### src/rtl/sequence_detector_n.sv
`default_nettype none
`timescale 1ns/1ps
// ============================================================================
// sequence_detector_n : luma slicer, bit integrator and key-word assembler
// Revision: 1.0
// ============================================================================
module sequence_detector_n #(
   parameter int DATA_WIDTH      = 10,
   parameter int SEQ_BITS        = 32,
   parameter int SAMPLES_PER_BIT = 18,
   parameter int BLACK_LEVEL     = 282,
   parameter int WHITE_LEVEL     = 966,
   parameter int TRIGGER_WIDTH   = 256,
   parameter int LUMA_PHASE      = 1
) (
   input  logic                  clock,
   input  logic                  rst_n,
   input  logic [DATA_WIDTH-1:0] sequence_in,
   input  logic                  enable_in,
   output logic [SEQ_BITS-1:0]   sequence_out,
   output logic                  load_out,
   output logic                  valid_out,
   output logic                  error_out
);

   localparam int SAMP_W = (SAMPLES_PER_BIT > 1) ? $clog2(SAMPLES_PER_BIT) : 1;
   localparam int ONES_W = $clog2(SAMPLES_PER_BIT + 1);
   localparam int BIT_W  = $clog2(SEQ_BITS);

   localparam logic [DATA_WIDTH:0] RISE_TH   = (DATA_WIDTH+1)'(WHITE_LEVEL - TRIGGER_WIDTH);
   localparam logic [DATA_WIDTH:0] FALL_TH   = (DATA_WIDTH+1)'(BLACK_LEVEL + TRIGGER_WIDTH);
   localparam logic [SAMP_W-1:0]   SAMP_LAST = SAMP_W'(SAMPLES_PER_BIT - 1);
   localparam logic [BIT_W-1:0]    BIT_LAST  = BIT_W'(SEQ_BITS - 1);
   localparam logic [ONES_W-1:0]   ONES_HALF = ONES_W'(SAMPLES_PER_BIT / 2);
   localparam logic                LUMA_PH   = 1'(LUMA_PHASE);

   if (SEQ_BITS < 2 || SAMPLES_PER_BIT < 1 ||
       (BLACK_LEVEL + TRIGGER_WIDTH) > (WHITE_LEVEL - TRIGGER_WIDTH)) begin : g_param_error
      $error("sequence_detector_n: illegal parameter combination");
   end

   typedef enum logic [1:0] {
      IDLE    = 2'd0,
      COLLECT = 2'd1,
      DONE    = 2'd2
   } state_t;

   state_t                state, state_nxt;
   logic                  phase, phase_nxt;
   logic                  hyst, hyst_nxt;
   logic [SAMP_W-1:0]     samp_cnt, samp_nxt;
   logic [ONES_W-1:0]     ones_cnt, ones_nxt;
   logic [BIT_W-1:0]      bit_cnt, bit_nxt;
   // Final bit goes straight to sequence_out, so only SEQ_BITS-1 bits are held.
   logic [SEQ_BITS-2:0]   shreg, shreg_nxt;
   logic [SEQ_BITS-1:0]   seq_nxt;
   logic                  load_nxt, valid_nxt, error_nxt;

   // On window entry the cycle is processed against cleared state.
   logic                  entry;
   logic                  base_phase, base_h;
   logic [SAMP_W-1:0]     base_samp;
   logic [ONES_W-1:0]     base_ones;
   logic [BIT_W-1:0]      base_bit;
   logic [SEQ_BITS-2:0]   base_shreg;
   logic                  h_new;
   logic [ONES_W-1:0]     ones_sum;
   logic [SEQ_BITS-1:0]   shifted;
   logic [DATA_WIDTH:0]   sample_w;

   assign entry      = (state == IDLE) && enable_in;
   assign base_phase = entry ? 1'b0 : phase;
   assign base_h     = entry ? 1'b0 : hyst;
   assign base_samp  = entry ? '0 : samp_cnt;
   assign base_ones  = entry ? '0 : ones_cnt;
   assign base_bit   = entry ? '0 : bit_cnt;
   assign base_shreg = entry ? '0 : shreg;
   assign sample_w   = {1'b0, sequence_in};

   always_comb begin
      h_new = base_h;
      if (!base_h && (sample_w > RISE_TH)) begin
         h_new = 1'b1;
      end else if (base_h && (sample_w < FALL_TH)) begin
         h_new = 1'b0;
      end
   end

   assign ones_sum = base_ones + ONES_W'(h_new);
   assign shifted  = {base_shreg, (ones_sum > ONES_HALF)};

   always_ff @(posedge clock or negedge rst_n) begin
      if (!rst_n) begin
         state        <= IDLE;
         phase        <= 1'b0;
         hyst         <= 1'b0;
         samp_cnt     <= '0;
         ones_cnt     <= '0;
         bit_cnt      <= '0;
         shreg        <= '0;
         sequence_out <= '0;
         load_out     <= 1'b0;
         valid_out    <= 1'b0;
         error_out    <= 1'b0;
      end else begin
         state        <= state_nxt;
         phase        <= phase_nxt;
         hyst         <= hyst_nxt;
         samp_cnt     <= samp_nxt;
         ones_cnt     <= ones_nxt;
         bit_cnt      <= bit_nxt;
         shreg        <= shreg_nxt;
         sequence_out <= seq_nxt;
         load_out     <= load_nxt;
         valid_out    <= valid_nxt;
         error_out    <= error_nxt;
      end
   end

   always_comb begin
      state_nxt = state;
      phase_nxt = phase;
      hyst_nxt  = hyst;
      samp_nxt  = samp_cnt;
      ones_nxt  = ones_cnt;
      bit_nxt   = bit_cnt;
      shreg_nxt = shreg;
      seq_nxt   = sequence_out;
      load_nxt  = 1'b0;
      valid_nxt = valid_out;
      error_nxt = 1'b0;

      if (state == DONE) begin
         if (!enable_in) begin
            state_nxt = IDLE;
         end
      end else if (state == COLLECT && !enable_in) begin
         state_nxt = IDLE;
         error_nxt = 1'b1;
      end else if (enable_in) begin
         if (state == IDLE) begin
            state_nxt = COLLECT;
            valid_nxt = 1'b0;
         end
         phase_nxt = ~base_phase;
         hyst_nxt  = base_h;
         samp_nxt  = base_samp;
         ones_nxt  = base_ones;
         bit_nxt   = base_bit;
         shreg_nxt = base_shreg;
         if (base_phase == LUMA_PH) begin
            hyst_nxt = h_new;
            if (base_samp == SAMP_LAST) begin
               samp_nxt  = '0;
               ones_nxt  = '0;
               shreg_nxt = shifted[SEQ_BITS-2:0];
               if (base_bit == BIT_LAST) begin
                  state_nxt = DONE;
                  seq_nxt   = shifted;
                  load_nxt  = 1'b1;
                  valid_nxt = 1'b1;
               end else begin
                  bit_nxt = base_bit + 1'b1;
               end
            end else begin
               samp_nxt = base_samp + 1'b1;
               ones_nxt = ones_sum;
            end
         end
      end
   end

endmodule
`default_nettype wire

### config.mk
export PLATFORM = sky130hd
export DESIGN_NAME = sequence_detector_n
export DESIGN_NICKNAME = d
export VERILOG_FILES = /design/src/rtl/sequence_detector_n.sv
export SDC_FILE = /design/constraint.sdc
export NUM_CORES = 1
export LEC_CHECK = 0
export ABC_AREA = 1
export CORE_MARGIN = 2
export CORE_UTILIZATION = 30
export CTS_CLUSTER_SIZE = 28
export DETAILED_ROUTE_END_ITERATION = 10
export GPL_TIMING_DRIVEN = 0
export HOLD_SLACK_MARGIN = 0.15
export PLACE_DENSITY = 0.45
export SYNTH_ARGS = -nofsm -noshare
export SYNTH_HDL_FRONTEND = slang
export SYNTH_SLANG_ARGS = --single-unit
### constraint.sdc
create_clock -name clock -period 3.8 [get_ports clock]
set_input_delay 1.14 -clock clock [delete_from_list [all_inputs] [get_ports clock]]
set_output_delay 1.14 -clock clock [all_outputs]
set_load 0.005 [all_outputs]
* Word-level counts from Yosys, hierarchy flattened
Index checks and enable logic that the tools add are counted.
Widths: inputs -> output; s select.
** Word-level totals
- Bits in registers :: 85
- Bits in latches :: 0
- Bits in writable memories :: 0
- ROM bits :: 0
- Bits of input ports :: 13
- Output and inout port bits :: 35
- Logic and storage cells :: 74
- Memories :: 0
** Cells by class
- $add $sub $neg :: 3
- Multipliers :: 0
- Divide/modulo/power cells :: 0
- $lt $le $gt $ge :: 3
- Equality and inequality tests :: 5
- Shift-type cells :: 0
- Multiplexer cells :: 38
- Bitwise logic cells :: 3
- Reduce and logical (&&, ||, !) cells :: 11
** Operators with widths (number)
- $mux 31 :: 3
- $mux 5 :: 10
- $mux 1 :: 17
- $mux 2 :: 8
- $add 5x1->5 const B :: 2
- $eq 5x5->1 const B :: 2
- $gt 10x10->1 const B :: 1
- $lt 10x10->1 const B :: 1
- $reduce_and 6->1 :: 1
- $add 5x1->5 :: 1
- $gt 5x4->1 const B :: 1
- $logic_and 1x1->1 :: 4
- $not 1->1 :: 3
- $reduce_and 3->1 :: 1
- $reduce_bool 3->1 :: 1
- $eq 2x1->1 const B :: 1
- $eq 2x2->1 const B :: 1
- $logic_not 1->1 :: 2
- $logic_not 2->1 :: 1
- $ne 2x2->1 const B :: 1
- $reduce_and 2->1 :: 1

* Logic depth before layout (Yosys ltp)
Gate-level depths: netlist (run 1).
- Depth in word-level cells :: 10
- Gate-level depth with buffers :: 17
- Gate-level depth less buffers :: 16

* Worst setup path after synthesis (run 1)
Ideal clock, no wire load.
- Path kind :: input-to-reg
- From :: input enable_in
- To :: register shreg[21]
- Library setup time :: 0.120 ns
- Data arrival time :: 2.660 ns
- Required time :: 3.680 ns
- Slack :: 1.021 ns
- Cell stages on the path :: 12
- Path buffers :: 1
- Path through :: nand2_4 > inv_4 > nor2_1 > ha_1 > inv_1 > nor3_1 > nand3_4 > nor2_8 > inv_2 > buf_2 > nor2_1 > nor2_1
** Between the ends
- Word-level cells in the longest chain between the ends :: 5
- Elaborated cells between the ends (all ways) :: 11
- Classes of those cells :: eq/ne: 1; mux: 5; bitwise: 1; reduce/logical: 4
** RTL lines
- start, declared :: line 19 : input logic enable_in,
- $logic_and 1x1->1 :: line 71 : assign entry = (state == IDLE) && enable_in;
- $mux 5 :: line 74 : assign base_samp = entry ? '0 : samp_cnt;
- $eq 5x5->1 :: line 153 : if (base_samp == SAMP_LAST) begin
- $mux 31 :: line 153
- $mux 31 :: line 151 : if (base_phase == LUMA_PH) begin
- end signal, assigned :: line 112 : shreg <= shreg_nxt;
- end, declared :: line 55 : logic [SEQ_BITS-2:0] shreg, shreg_nxt;
Several ways; a longest one is shown, not always the timed one.
A chain may end at the register's enable or synchronous reset.

* Worst setup path after layout (run 1)
- From :: input enable_in
- To :: register shreg[28]
Same word-level chain as after synthesis.

==> impl_results.md, run 1 <==
- Status: finished clean
- Yosys top cell by area: dfrtp_1
- Reg-to-reg startpoint: state[1]
- Count of final hold-check violations: 0
- EDFF count, synth: 0
- Period Utilization, post-route: 0.888
- Row count: 43
- HP Start: sequence_out[10]
- Number of global-route vias before repair: 3359
- Seq/Total Area, Yosys: 0.508
- First-pass DRT Iterations: 4
- Dpl cells: 737
- Leak Pwr: 2.50 nW
- Mean area per synthesized cell: 8.22 um^2
- Initial Util: 0.304
- Post-synth top cells: nand2_1, dfrtp_1, nor2_1
- CTS root buffer: clkbuf_16
- # port buffers: 47
- Slew Limit Headroom: 0.579
- Final core utilization: 0.377
- Wirelength per Cell: 12.9 um
- Pwr Density: 431 nW/um^2
- # fillers: 1452
- Vias: 3389
- Reg2Reg Setup Slack: 1.22 ns
- ANT nets after route: 0
- Initial DRC Count: 205
- Via/cell ratio: 4.51
- # hold bufs at CTS: 0
- GR Util All Layers: 0.145
- Maximum vdd ir drop: 0.000167 V
- Final Setup Violations: 0
- CTS Buffer Depth: 2
- Reg2reg end: shreg[28]
- Worst reg-to-reg path cell count: 14
- Maximum clock frequency: 0.296 GHz
- Initial antenna violation count: 0
- Worst Setup Start Kind: primary input
- Die Area: 14900 um^2
- DRC: 0
- Ant. Diodes: 0
- Met1 WL: 4700 um
- Worst hold path class: reg -> reg
- Share of cells above drive strength 1: 0.117
- Max-cap violation count: 0
- RePlAce Congestion: 0.741
- Total clock sinks: 85
- RSZ-0062 raised after global routing: no
- Hold EP: sequence_out[10]
- Yosys reg bits: 85
- Synth Net Count: 527
- Reg clk slew, reported paths: 0.06 ns
- First-pass GRT wire length: 16800 um
- Die H: 122 um
- Critical path class: in -> reg
- Top-level I/O count: 48
- Top layer in use: met4
- TritonCTS Buffers: 9
- CP required: 4.03 ns
- Metal2 WL: 4470 um
- Count leader, synth: nand2_1
- Mapped Area: 4190 um^2
- Skew-Pair Late Insertion Delay: 0.34 ns
- Core Region: 13800 um^2
- Setup bufs post-CTS: 0
- Grt total ovfl: 0
- PostCTS Resize Cnt: 0
- Max Slew Vio Count: 0
- CP arrival: 3.60 ns
- Min Hold Slack: 0.476 ns
- Hold path depth: 2
- Netlist cell types: 32
- P&R area growth vs syn: 24.2%
- CP max stage cell: clkdlybuf4s50_1
- Pin count of the biggest net entering global routing: 47
- CTS H-tree depth: 3
- Post-synth top flop: dfrtp_1
- Synth Instances: 509
- Final wirelength: 9680 um
- Critical path's largest stage delay: 0.59 ns
- Synth top area share: 0.508
- Critical Path Most Common Cell: nor2_1
- Die width: 122 um
- Crit end category: flop
- Critical Path Fanout Max: 10
- Clock Skew: 0.0115 ns
- Post-route insts no fill: 751
- Crit path cell chain: clkdlybuf4s50_1, nand2_4, inv_4, nor2_1, inv_1, ha_1, inv_1, nor3_1, nand3_4, nor2_8, inv_2, buf_2, nor2_1, nor2_1
- Final nets: 586
- YS warnings: 0
- Worst-margin pin slew: 0.632 ns
- Asr flop ratio synth: 1.00
- Min Clock Period, post-route: 3.37 ns
- Routed met3 length: 382 um
- CTS tree: yes
- Synth area leaders: dfrtp_1, nand2_1, nor2_1, o21ai_2, o21ai_0
- Post-DP HPWL: 6830 um
==> critical path: cells and delay by family <==
kind | cells | cell delay (ns)
adder cells (fa/ha/maj) | 1 | 0.14
AND/OR/NAND/NOR | 7 | 1.13
buffers and inverters | 6 | 1.17
==> kinds of logic (layout without fill, tap and decap cells) <==
logic type                 Yosys count  count (layout)  share of synthesized area
and+or+nand+nor                    272             272                      0.269
AOI/OAI and AO/OA                   88              88                      0.136
DFF                                 85              85                      0.508
buffers and inverters               57             119                     0.0679
adders and majority gates            5               5                     0.0149
xor gates and xnor gates             2               2                    0.00419
==> routing by layer <==
| layer | global-route usage | vias up |
|---|---|---|
| met3 | 0.0346 | 10 |
| met1 | 0.190 | 1574 |
| met4 | 0.0496 | 0 |
| met5 | 0 | - |
| met2 | 0.235 | 50 |
| li1 | - | 1755 |
==> power by group <==
| group | internal (mW) | switching [mW] | total, mW |
|---|---|---|---|
| registers | 0.983 | 0.0559 | 1.04 |
| clock network | 0.556 | 0.346 | 0.902 |
| logic | 0.104 | 0.193 | 0.297 |
==> worst max-delay path by stage <==
stage               from               end  slack, ns
4_1_cts        enable_in         shreg[28]       0.40
5_1_grt        enable_in          shreg[0]       0.11
3_5_place_dp   enable_in         shreg[28]       0.03
3_3_place_gp       rst_n  sequence_out[10]      -1.80
6_report       enable_in         shreg[28]       0.43
2_1_floorplan  enable_in         shreg[21]       1.02
==> through the flow <==
stage | TNS (ns) | power (mW) | worst slack (ns) | area, um^2
after floorplan | 0 | 1.25 | 1.02 | 4190
after global placement | -152.42 | 1.35 | -1.80 | 4880
after detailed placement | 0 | 1.36 | 0.0318 | 4900
after CTS | 0 | 2.27 | 0.399 | 5200
after global routing | 0 | 2.37 | 0.106 | 5200
final | 0 | 2.24 | 0.427 | 5200
==> cell type report <==
| type | count | area (um^2) | share of cell area |
|---|---|---|---|
| Clock buffer | 13 | 270 | 0.0520 |
| Sequential cell | 85 | 2130 | 0.409 |
| Clock inverter | 1 | 30.0 | 0.00578 |
| Multi-Input combinational cell | 367 | 1770 | 0.341 |
| Timing Repair Buffer | 48 | 488 | 0.0939 |
| Buffer | 21 | 146 | 0.0282 |
| Inverter | 36 | 138 | 0.0265 |
| Tap cell | 180 | 225 | 0.0433 |
==> flip-flops by register name, summed over array words and instances, names as in the netlist <==
name / cells
hyst: 1
phase: 1
valid_out: 1
samp_cnt: 5
sequence_out: 32
error_out: 1
shreg: 31
bit_cnt: 5
state: 2
ones_cnt: 5
load_out: 1
==> cell usage in the layout (no fill, tap or decap), types with 3 or more instances in the layout <==
master,instances
o211ai_1,3
dfrtp_1,85
nand4_1,4
o21ai_0,34
o22ai_1,3
nor3_1,3
nor2_1,84
ha_1,5
o21ai_1,7
clkbuf_16,9
nand3b_1,3
a21oi_1,6
clkbuf_8,3
clkbuf_1,8
buf_6,8
nand3_1,9
nand2_1,161
a31oi_1,5
o21ai_2,27
inv_2,3
buf_2,6
clkdlybuf4s50_1,46
inv_1,32
No activity file was read; power rests on OpenSTA's default activity.
==> run 2: changes to the inputs <==
- CAP_MARGIN: default -> 20
- CORE_UTILIZATION: 30 -> 50
- PLACE_DENSITY: 0.45 -> 0.69
==> impl_results.md, run 2 (synthesis gave the netlist of run 1 again) <==
- Status: finished clean
- Pin count of the biggest net entering global routing: 64
- Number of flip-flops in the largest register: 32
- Post-Place Cell Area: 4810 um^2
- Wirelength per Cell: 13.5 um
- PostCTS Resize Cnt: 0
- Reg with most FFs: sequence_out
- # port buffers: 47
- Reg2Reg Setup Slack: 1.16 ns
- Core Region: 8180 um^2
- Max Slew Vio Count: 0
- Post-route insts no fill: 678
- Pwr Density: 411 nW/um^2
- Skew-Pair Late Insertion Delay: 0.36 ns
- Maximum vdd ir drop: 0.000245 V
- Reg-to-reg startpoint: state[1]
- Cell family with the largest share of critical-path delay: buffers and inverters
- CTS tree: yes
- Die H: 95.5 um
- Max-cap violation count: 0
- CP max stage cell: clkdlybuf4s50_1
- Critical path class: in -> reg
- Leak Pwr: 2.47 nW
- DRC: 0
- Share of cells above drive strength 1: 0.122
- Count of final hold-check violations: 0
- Maximum clock frequency: 0.296 GHz
- Hold path depth: 2
- # fillers: 733
- First-pass DRT Iterations: 4
- Crit end category: flop
- Hold EP: sequence_out[14]
- Worst reg-to-reg path cell count: 14
- HP Start: sequence_out[14]
- Worst setup margin: 0.422 ns
- RSZ-0062 raised after global routing: no
- CTS H-tree depth: 3
- Min Hold Slack: 0.488 ns
- Clock power frac: 0.356
- Post-Route Setup TNS: 0 ns
- Top-level I/O count: 48
- Slew Limit Headroom: 0.602
- Final wirelength: 9170 um
- Min Clock Period, post-route: 3.38 ns
- Met2 Track Usage GR: 0.363
- # hold bufs at CTS: 0
- Final Setup Violations: 0
- Seq pwr share: 0.500
- Biggest regs: sequence_out (32), shreg (31)
- Initial DRC Count: 164
- Int Power: 1.48 mW
- Worst Setup Start Kind: primary input
- Row count: 33
- Critical Path Most Common Cell: nor2_1
- Number of global-route vias before repair: 3279
- Critical Path Fanout Max: 10
- Most frequent cells in the layout: nand2_1, dfrtp_1, nor2_1, clkdlybuf4s50_1, o21ai_0
- Worst path buffer plus inverter count: 6
- Sw power: 0.594 mW
- RePlAce Congestion: 0.800
- Crit path cell chain: clkdlybuf4s50_1, nand2_4, inv_4, nor2_1, inv_1, ha_1, inv_1, nor3_1, nand3_4, nor2_8, inv_2, buf_2, nor2_1, nor2_1
- Worst-margin pin slew: 0.597 ns
- Comb pwr share: 0.144
- Vias: 3463
- First-pass GRT wire length: 15500 um
- CTS Buffer Depth: 2
- ANT nets after route: 0
- P&R area growth vs syn: 20.5%
- Gr busiest metal: met2
- Post-route design area: 5040 um^2
- CP required: 4.04 ns
- Worst hold path class: reg -> reg
- TritonCTS Buffers: 9
- Post-DP HPWL: 6430 um
- Met1 Use GR: 0.299
- Die width: 95.5 um
- CTS root buffer: clkbuf_8
- Grt total ovfl: 0
- Final nets: 586
- Initial antenna violation count: 0
- Ant. Diodes: 0
- Setup bufs post-CTS: 0
- Met3 Usage GRT: 0.0332
- Initial Util: 0.512
- Tot Pwr: 2.07 mW
- Place WS: 0.0600 ns
- GR Util All Layers: 0.220
- Dpl cells: 662
- Die Area: 9120 um^2
- Most common cell after layout, fill and taps aside: nand2_1
- Reg2reg end: shreg[25]
- Final core utilization: 0.617
- Critical path's largest stage delay: 0.59 ns
- Reg clk slew, reported paths: 0.09 ns
- CP arrival: 3.62 ns
- Period Utilization, post-route: 0.889
- Switch share: 0.286
- Via/cell ratio: 5.11
- Clock Skew: 0.0112 ns
- Total clock sinks: 85
==> run 2: worst max path at each step <==
stage / start / endpoint / slack, ns / cells past startpoint
finish: enable_in / shreg[25] / 0.42 / 14
global route: enable_in / sequence_out[0] / 0.22 / 17
CTS: enable_in / shreg[25] / 0.43 / 14
detailed placement: enable_in / samp_cnt[4] / 0.06 / 14
global placement: rst_n / sequence_out[12] / -1.54 / 1
floorplan: enable_in / shreg[21] / 1.02 / 12
==> run 2: cell type report <==
class | instances | area [um^2] | area share
buffer | 21 | 146 | 0.0290
clock buffer | 10 | 138 | 0.0273
clock inverter | 6 | 95.1 | 0.0188
inverter | 36 | 138 | 0.0273
multi-input combinational | 367 | 1770 | 0.352
sequential | 85 | 2130 | 0.422
tap | 105 | 131 | 0.0260
timing repair buffer | 48 | 495 | 0.0982
==> run 2: per-layer routing <==
metal	part of all wire	vias to the layer above
li1	-	1754
met1	0.47	1636
met2	0.48	68
met3	0.044	5
met4	0.0083	0
met5	0	-
==> run 2: tightest hold or removal path, stage by stage, from the launching register on <==
cell	delay, ns
dfrtp_1	0.35
nand2_1	0.06
o21ai_2	0.05
==> run 2: power by group through the flow <==
stage,Combinational [mW],Clock (mW),Sequential [mW]
detailed placement,0.300,0,1.05
global placement,0.288,0,1.05
floorplan,0.213,0,1.04
CTS,0.302,0.751,1.04
finish,0.299,0.737,1.04
global route,0.350,0.784,1.05
